===== src/rtl/calab_pkg.sv =====
// Shared definitions for the pipeline control blocks.
//   mem_state_e : states of the memory-wait FSM (IDLE / WAIT / RELEASE)
//   FWD_*       : operand forwarding select encodings
//   reg_match   : true when a stage writes back to the given source register
package calab_pkg;

  typedef enum logic [1:0] {
    ST_IDLE    = 2'd0,
    ST_WAIT    = 2'd1,
    ST_RELEASE = 2'd2
  } mem_state_e;

  localparam logic [1:0] FWD_RF  = 2'b00;
  localparam logic [1:0] FWD_MEM = 2'b01;
  localparam logic [1:0] FWD_WB  = 2'b10;

  function automatic logic reg_match(input logic       wb_en,
                                     input logic [3:0] dest,
                                     input logic [3:0] src);
    return wb_en && (dest == src);
  endfunction

endpackage


===== src/rtl/mem_wait_fsm.sv =====
// Memory-wait sequencer. Freezes the whole pipeline while a load/store is
// outstanding and remembers a taken branch that arrives during the freeze.
//   clk, rst      : clock, asynchronous active-low reset
//   mem_req       : MEM stage holds a load or store
//   sram_ready    : memory completion strobe
//   branch_taken  : EXE-stage branch resolved taken
//   freeze_all    : freeze every pipeline register
//   pending_flush : a branch was seen while frozen; flush once unfrozen
module mem_wait_fsm
  import calab_pkg::*;
(
  input  logic clk,
  input  logic rst,
  input  logic mem_req,
  input  logic sram_ready,
  input  logic branch_taken,
  output logic freeze_all,
  output logic pending_flush
);

  mem_state_e state_q, state_d;
  logic       pending_flush_q, pending_flush_d;
  logic       freeze_c;

  always_comb begin
    state_d  = state_q;
    freeze_c = 1'b0;
    case (state_q)
      // A request that completes in the same cycle never needs a freeze.
      ST_IDLE: begin
        if (mem_req && !sram_ready) begin
          state_d  = ST_WAIT;
          freeze_c = 1'b1;
        end
      end
      ST_WAIT: begin
        freeze_c = 1'b1;
        if (sram_ready) state_d = ST_RELEASE;
      end
      ST_RELEASE: state_d = ST_IDLE;
      default:    state_d = ST_IDLE;
    endcase
    // The pending branch is consumed by the first unfrozen cycle, which is
    // exactly the cycle in which the top issues the deferred flush.
    pending_flush_d = freeze_c ? (pending_flush_q | branch_taken) : 1'b0;
  end

  always_ff @(posedge clk or negedge rst) begin
    if (!rst) begin
      state_q         <= ST_IDLE;
      pending_flush_q <= 1'b0;
    end else begin
      state_q         <= state_d;
      pending_flush_q <= pending_flush_d;
    end
  end

  // Mealy output: gated by reset so it reads 0 whatever mem_req does.
  assign freeze_all    = rst & freeze_c;
  assign pending_flush = pending_flush_q;

endmodule


===== src/rtl/hazard_unit.sv =====
// Pipeline hazard unit: RAW stall detection, operand forwarding selects,
// branch flush, memory-wait freeze and event counters.
//   FORWARD_EN            : 1 = forward from MEM/WB, 0 = stall on every RAW
//   src1, src2, two_src   : ID-stage operands (src2 only valid when two_src)
//   exe_*/mem_*/wb_*      : writeback control of the later stages
//   mem_req, sram_ready   : memory handshake
//   branch_taken          : EXE-stage taken branch
//   hazard_stall, flush, freeze_all, sel_src1, sel_src2 : pipeline control
//   stall_cnt, flush_cnt  : wrapping event counters
module hazard_unit
  import calab_pkg::*;
#(
  parameter int FORWARD_EN = 1
) (
  input  logic        clk,
  input  logic        rst,
  input  logic [3:0]  src1,
  input  logic [3:0]  src2,
  input  logic        two_src,
  input  logic        exe_wb_en,
  input  logic        exe_mem_r_en,
  input  logic [3:0]  exe_dest,
  input  logic        mem_wb_en,
  input  logic [3:0]  mem_dest,
  input  logic        wb_wb_en,
  input  logic [3:0]  wb_dest,
  input  logic        mem_req,
  input  logic        sram_ready,
  input  logic        branch_taken,
  output logic        hazard_stall,
  output logic        flush,
  output logic        freeze_all,
  output logic [1:0]  sel_src1,
  output logic [1:0]  sel_src2,
  output logic [31:0] stall_cnt,
  output logic [15:0] flush_cnt
);

  logic [3:0]  src [2];
  logic [1:0]  sel [2];
  logic [1:0]  op_used;
  logic [1:0]  hit_exe, hit_mem, hit_wb;
  logic        raw_stall;
  logic        pending_flush;
  logic [31:0] stall_cnt_q, stall_cnt_d;
  logic [15:0] flush_cnt_q, flush_cnt_d;

  assign src[0]  = src1;
  assign src[1]  = src2;
  assign op_used = {two_src, 1'b1};

  for (genvar gi = 0; gi < 2; gi++) begin : g_op
    assign hit_exe[gi] = op_used[gi] && reg_match(exe_wb_en, exe_dest, src[gi]);
    assign hit_mem[gi] = op_used[gi] && reg_match(mem_wb_en, mem_dest, src[gi]);
    assign hit_wb[gi]  = op_used[gi] && reg_match(wb_wb_en,  wb_dest,  src[gi]);
    // MEM holds the younger value, so it wins over WB.
    assign sel[gi] = ((FORWARD_EN == 0) || !rst) ? FWD_RF  :
                     hit_mem[gi]                 ? FWD_MEM :
                     hit_wb[gi]                  ? FWD_WB  : FWD_RF;
  end

  assign sel_src1 = sel[0];
  assign sel_src2 = sel[1];

  // With forwarding only a load in EXE cannot be bypassed in time.
  assign raw_stall = (FORWARD_EN != 0) ? (exe_mem_r_en && (|hit_exe))
                                       : ((|hit_exe) || (|hit_mem));

  mem_wait_fsm u_mem_wait_fsm (
    .clk           (clk),
    .rst           (rst),
    .mem_req       (mem_req),
    .sram_ready    (sram_ready),
    .branch_taken  (branch_taken),
    .freeze_all    (freeze_all),
    .pending_flush (pending_flush)
  );

  // Freeze beats flush, flush beats stall.
  assign flush        = rst && !freeze_all && (branch_taken || pending_flush);
  assign hazard_stall = rst && !freeze_all && !flush && raw_stall;

  always_comb begin
    stall_cnt_d = stall_cnt_q + {31'd0, (hazard_stall | freeze_all)};
    flush_cnt_d = flush_cnt_q + {15'd0, flush};
  end

  always_ff @(posedge clk or negedge rst) begin
    if (!rst) begin
      stall_cnt_q <= '0;
      flush_cnt_q <= '0;
    end else begin
      stall_cnt_q <= stall_cnt_d;
      flush_cnt_q <= flush_cnt_d;
    end
  end

  assign stall_cnt = stall_cnt_q;
  assign flush_cnt = flush_cnt_q;

endmodule


===== config.mk =====
export PLATFORM = sky130hd
export DESIGN_NAME = hazard_unit
export DESIGN_NICKNAME = d
export VERILOG_FILES = /design/src/rtl/calab_pkg.sv /design/src/rtl/mem_wait_fsm.sv /design/src/rtl/hazard_unit.sv
export SDC_FILE = /design/constraint.sdc
export NUM_CORES = 1
export LEC_CHECK = 0
export BUFFER_PORTS_ARGS = -buffer_cell sky130_fd_sc_hd__buf_2
export CAP_MARGIN = 30
export CORE_MARGIN = 2
export CORE_UTILIZATION = 50
export DETAILED_ROUTE_END_ITERATION = 12
export PLACE_DENSITY = 0.79
export SETUP_SLACK_MARGIN = 0.3
export SLEW_MARGIN = 15
export SYNTH_ARGS = -nofsm -noshare
export SYNTH_HDL_FRONTEND = slang
export SYNTH_SLANG_ARGS = --single-unit

===== constraint.sdc =====
create_clock -name clk -period 2.9 [get_ports clk]
set_input_delay 0.29 -clock clk [delete_from_list [all_inputs] [get_ports clk]]
set_output_delay 0.29 -clock clk [all_outputs]
set_load 0.05 [all_outputs]

==> impl_metrics.ini, run 1 <==
[logic_synthesis]
synth_edf_count = 0
synth_warnings = 0
synth_top_cells_by_count = dfrtp_1, xnor2_1, xor2_1
synthCells = 226
synth-seq-cells = 51
synth-main-ff-cell = dfrtp_1
ys_seq_area_frac = 0.5012
synth_top_cells_by_area = dfrtp_1, xnor2_1, xor2_1
synth.net_count = 260
synth_top_area_frac = 0.5012
synth_cell_type_count = 24
async_flop_share = 1.000
syn_area_mm2 = 0.002546
synth_top_area_cell = dfrtp_1
yosysMostFrequentCell = dfrtp_1
syn_avg_cell_area_um2 = 11.27

[place]
place.gp.congestion = 0.7635
hpwl_um = 3914
dpl_worst_slack_ns = 0.2508
port_buffers = 84

[cells_and_area]
nets = 356
areaGrowthSynthToFinish_pct = 25.90
layout-drive-gt1-share = 0.3230
diodes = 0
fin_util = 0.6655

[global_routing]
grt_pass1_vias = 1862
overflow = 0
grt_pass1_wl_um = 8500
grt_max_degree = 48
grt_usage = 0.1966
antenna_found_initial = 0

[power_and_ir_drop]
p_clk_frac = 0.255
power.switching_mw = 0.7115
ir_worst_vdd_uv = 375.8
power_density_mw_per_mm2 = 587.6
pwr-share-comb = 0.277
power.leakage_nw = 1.679
pwr-share-seq = 0.467
switching_share = 0.3778
p_int_mw = 1.172

[worst_setup_path]
worstPathArrival_ns = 2.59
cp-start-kind = flip-flop
path_class = reg -> reg
end_kind = flip-flop
crit_fanout = 8
worst_ep_required_time_ns = 3.09

[sta]
finalCritPeriodShare = 0.8260
tightest_slew_ns = 0.5659
setup_viol = 0
holdWs_ns = 0.1724
drv_slew = 0
max_freq_mhz = 417.5
slew_headroom = 0.6227
finalHoldViolations = 0
rsz0062_at_grt = no
fin_skew_ns = 0.008719
tns_ns = 0
setup_ws_ns = 0.5046
fin_crit_ns = 2.395

[die]
start_util = 0.5286
dieHeight_um = 75.36
die_area_mm2 = 0.005679
core_area_mm2 = 0.004817
die_w_um = 75.36
io-pin-count = 85
core.rowCount = 25

[clocking]
clk_latency_ns = 0.30
clockBufferDepth = 2
cts_inserted_buffers = 5
clk_pin_slew_ns = 0.09
cts_resized = 0
clkSinkCount = 51
cts_root_buf = clkbuf_8
htreeDepth = 2
tritoncts = built

[min_path]
hp-class = in -> reg

[job]
maxCapViolations = 0

[status]
status = finished, final reports clean

[detailed_routing]
ant_nets = 0
drt_iter0_drc = 72
vias = 1977
drc = 0
wl_um = 5164
first_pass_iters = 4
viasPerCell = 5.082
wl_per_cell_um = 13.28
-- worst max-delay path, stage by stage (launching register included) --
cell       delay, ns
dfrtp_1         0.37
nor2_1          0.20
nand4_1         0.16
o2bb2ai_1       0.16
ha_1            0.21
ha_1            0.22
nand4_1         0.20
nor4_4          0.30
buf_4           0.20
nand4_1         0.12
xnor2_1         0.15
-- per-layer routing --
layer / global-route usage / wire length [um]
met1: 0.2637 / 2350
met2: 0.3188 / 2435
met3: 0.04365 / 302
met4: 0.06433 / 76
met5: 0 / 0
-- cell families after synthesis --
family,synth area share
buf+inv,0.004422
xor+xnor,0.2339
compound gates,0.007863
fa+ha+maj,0.01966
simple gates,0.2329
flops,0.5012
-- per-stage QoR --
stage,power [mW],std cells,area (um2)
final,1.884,389,3206
after global routing,1.969,389,3206
after CTS,1.899,386,3183
after detailed placement,1.421,378,3067
after global placement,1.409,378,3067
after floorplan,1.247,226,2551
-- layout by cell type, fill, tap and decap left out --
cell,netlist,routed
ha_1,4,4
buf_4,0,5
nor3_1,6,6
nor3_4,1,1
and4_1,5,5
nand4_4,2,2
xnor2_1,42,42
clkbuf_8,0,5
xor2_1,26,26
nor3b_2,0,1
a31oi_1,1,1
clkinvlp_4,0,1
dlygate4sd3_1,0,1
o2bb2ai_1,1,1
inv_1,2,2
nand4_1,13,13
nand3_1,22,22
nor3_2,1,1
buf_2,0,84
a21oi_1,1,1
dfrtp_1,51,51
and4_2,1,1
and3_1,8,8
nor2_1,13,13
nor4_4,2,2
nor4_1,3,3
nand2_1,15,15
and2_1,4,4
bufinv_16,0,1
-- final timing paths --
path                                               from                         to  slack [ns]  cells after the start
setup / recovery           u_mem_wait_fsm.pending_flush              stall_cnt[30]        0.50                     10
hold reg to reg                           flush_cnt[15]              flush_cnt[15]        0.47                      1
max in group asynchronous                           rst               stall_cnt[0]        2.19                      2
min in group asynchronous                           rst               stall_cnt[2]        0.23                      2
hold / removal                               sram_ready  u_mem_wait_fsm.state_q[0]        0.17                      2
setup reg to reg           u_mem_wait_fsm.pending_flush              stall_cnt[30]        0.50                     10
-- flip-flops by register name, indices dropped and copies added (netlist names) --
| signal | count |
|---|---|
| flush_cnt | 16 |
| stall_cnt | 32 |
| u_mem_wait_fsm.pending_flush | 1 |
| u_mem_wait_fsm.state_q | 2 |
-- cell type report --
| type | count | area, um2 |
|---|---|---|
| Inverter | 2 | 7.507 |
| Multi-Input combinational cell | 172 | 1264 |
| Clock buffer | 5 | 68.82 |
| Fill cell | 423 | 1612 |
| Timing Repair Buffer | 90 | 467.9 |
| Clock inverter | 2 | 37.54 |
| Sequential cell | 51 | 1276 |
| Tap cell | 67 | 83.83 |
-- power groups by stage --
stage,clock [mW],sequential [mW],combinational [mW]
6_report,0.481,0.880,0.523
5_1_grt,0.517,0.899,0.553
4_1_cts,0.489,0.882,0.528
3_5_place_dp,0,0.896,0.525
3_3_place_gp,0,0.892,0.517
2_1_floorplan,0,1.13,0.114
-- timing repair --
| item | 4_1_cts | 5_1_grt |
|---|---|---|
| hold buffers | 1 | 0 |
| endpoints found under the setup margin | 0 | 7 |
| setup buffers | 0 | 3 |
| endpoints found under the hold margin | 4 | 0 |
Power figures use the tool's default switching activity.
==> run 2: changes to the inputs <==
--- a/config.mk
+++ b/config.mk
@@ -8,9 +8,9 @@
 export BUFFER_PORTS_ARGS = -buffer_cell sky130_fd_sc_hd__buf_2
 export CAP_MARGIN = 30
 export CORE_MARGIN = 2
-export CORE_UTILIZATION = 50
+export CORE_UTILIZATION = 45
 export DETAILED_ROUTE_END_ITERATION = 12
-export PLACE_DENSITY = 0.79
+export PLACE_DENSITY = 0.75
 export SETUP_SLACK_MARGIN = 0.3
 export SLEW_MARGIN = 15
 export SYNTH_ARGS = -nofsm -noshare
==> constraint.sdc (replaced) <==
create_clock -name clk -period 2.2 [get_ports clk]
set_input_delay 0.22 -clock clk [delete_from_list [all_inputs] [get_ports clk]]
set_output_delay 0.22 -clock clk [all_outputs]
set_load 0.05 [all_outputs]
==> impl_metrics.ini, run 2 (synthesis gave the netlist of run 1 again) <==
[status]
status = finished, final reports clean

[global_routing]
grt_max_degree = 49
grt_pass1_wl_um = 9356
overflow = 0
grt_pass1_vias = 2037
grt_usage = 0.1882
antenna_found_initial = 0

[detailed_routing]
highest_layer = met4
viasPerCell = 5.096
first_pass_iters = 4
drt-met1-wl_um = 2497
ant_nets = 0
vias = 2115
route.met3.wl_um = 253
drt_iter0_drc = 77
wl_met2_um = 2868
wl_per_cell_um = 13.75
drc = 0
wl_um = 5705

[die]
core.rowCount = 27
start_util = 0.4652
dieHeight_um = 79.22
io-pin-count = 85
die_w_um = 79.22
die_area_mm2 = 0.006276
core_area_mm2 = 0.005473

[worst_setup_path]
crit_path_start = u_mem_wait_fsm.pending_flush
crit_fanout = 7
regToRegEndpoint = stall_cnt[25]
timing.rr.start = u_mem_wait_fsm.pending_flush
worstPathArrival_ns = 2.22
worst_ep_required_time_ns = 2.40
r2r_cells = 11
path_class = reg -> reg
cp-start-kind = flip-flop
reg2reg_slack_ns = 0.18
end_kind = flip-flop

[clocking]
clk_latency_ns = 0.30
clkSinkCount = 51
cts_inserted_buffers = 5
tritoncts = built
clk_pin_slew_ns = 0.09
clockBufferDepth = 2
htreeDepth = 2
cts_root_buf = clkbuf_8

[cells_and_area]
nets = 377
layout-drive-gt1-share = 0.4315
final_cell_mix = buf_2, dfrtp_1, xnor2_1
areaGrowthSynthToFinish_pct = 38.38
mostFrequentLayoutCell = buf_2
stdcell_area_mm2 = 0.003523
final_cell_count_no_fill = 415
diodes = 0
fillers = 436
largest_reg_flops = 32

[sta]
drv_slew = 0
max_freq_mhz = 494.9
fin_crit_ns = 2.021
slew_headroom = 0.6126
setup_viol = 0
fin_skew_ns = 0.01027
rsz0062_at_grt = yes
tightest_slew_ns = 0.5810
finalCritPeriodShare = 0.9184
finalHoldViolations = 0

[power_and_ir_drop]
ir_worst_vdd_uv = 736.1
switching_share = 0.3754
pwr-share-comb = 0.294
p_int_mw = 1.590
power_density_mw_per_mm2 = 722.6
power.leakage_nw = 1.789
p_clk_frac = 0.242
pwr-share-seq = 0.463
power.switching_mw = 0.9558
power_mw = 2.546

[place]
place.gp.congestion = 0.8472
dpl-instance-area_mm2 = 0.003221
hpwl_um = 4316
port_buffers = 84
numPlacedInstances = 400

[job]
maxCapViolations = 0

[min_path]
hp-class = in -> async
run 2: changes by cell type in the layout (fill, tap and decap cells not counted), sizes merged:
cell / previous run / this run
buf: 89 / 109
clkinvlp: 1 / 0
clkbuf: 5 / 7
run 2: worst max-delay path by stage:
stage,to,slack (ns),cells past startpoint
after global routing,stall_cnt[28],-0.009,10
after CTS,stall_cnt[18],0.14,10
after floorplan,flush_cnt[12],-0.02,8
after global placement,stall_cnt[30],-0.04,12
after detailed placement,stall_cnt[30],-0.13,12
final,stall_cnt[25],0.18,11
run 2: layout make-up:
cell class              count  area (um2)  share of cell area
flip-flops and latches     51        1276              0.3622
clock buffers               6       72.57             0.02060
repair buffers            111       646.9              0.1836
multi-input cells         172        1400              0.3974
clock inverters             1       30.03            0.008523
inverters                   2       7.507            0.002131
well taps                  72       90.09             0.02557
run 2: what timing repair did:
item / 4_1_cts / 5_1_grt
setup buffers: 2 / 5
gates resized for setup: 10 / 22
pin swaps: 11 / 11
setup endpoints to repair: 24 / 32
hold buffers: 1 / 0
hold endpoints to repair: 7 / 0
run 2: critical path, stage by stage, from the launching register on:
cell,delay [ns]
dfrtp_1,0.38
nor2_2,0.10
nand4_1,0.13
o2bb2ai_2,0.15
ha_2,0.23
buf_4,0.12
buf_6,0.09
nand3_4,0.09
nor4_4,0.17
buf_6,0.17
nand4_1,0.13
xnor2_1,0.15
run 2: metal layers:
layer	up-vias	global-route usage
met3	8	0.02727
met5	-	0
met2	61	0.3246
li1	1016	-
met4	0	0.06207
met1	1030	0.2430
run 2: through the flow:
stage,setup TNS (ns),hold slack (ns),worst slack (ns),util
floorplan,-0.1323,-0.07559,-0.02210,-
global placement,-0.2889,0.1712,-0.04436,0.5885
detailed placement,-1.368,0.1780,-0.1321,0.5885
CTS,0,0.06204,0.1395,0.6196
global route,-0.01560,0.1094,-0.009299,0.6438
finish,0,0.06366,0.1794,0.6438
run 2: power groups by stage:
stage          combinational [mW]  clock [mW]  sequential, mW
6_report                    0.750       0.617            1.18
5_1_grt                     0.796       0.678            1.20
4_1_cts                     0.734       0.644            1.17
3_5_place_dp                0.720           0            1.18
3_3_place_gp                0.711           0            1.17
2_1_floorplan               0.156           0            1.50
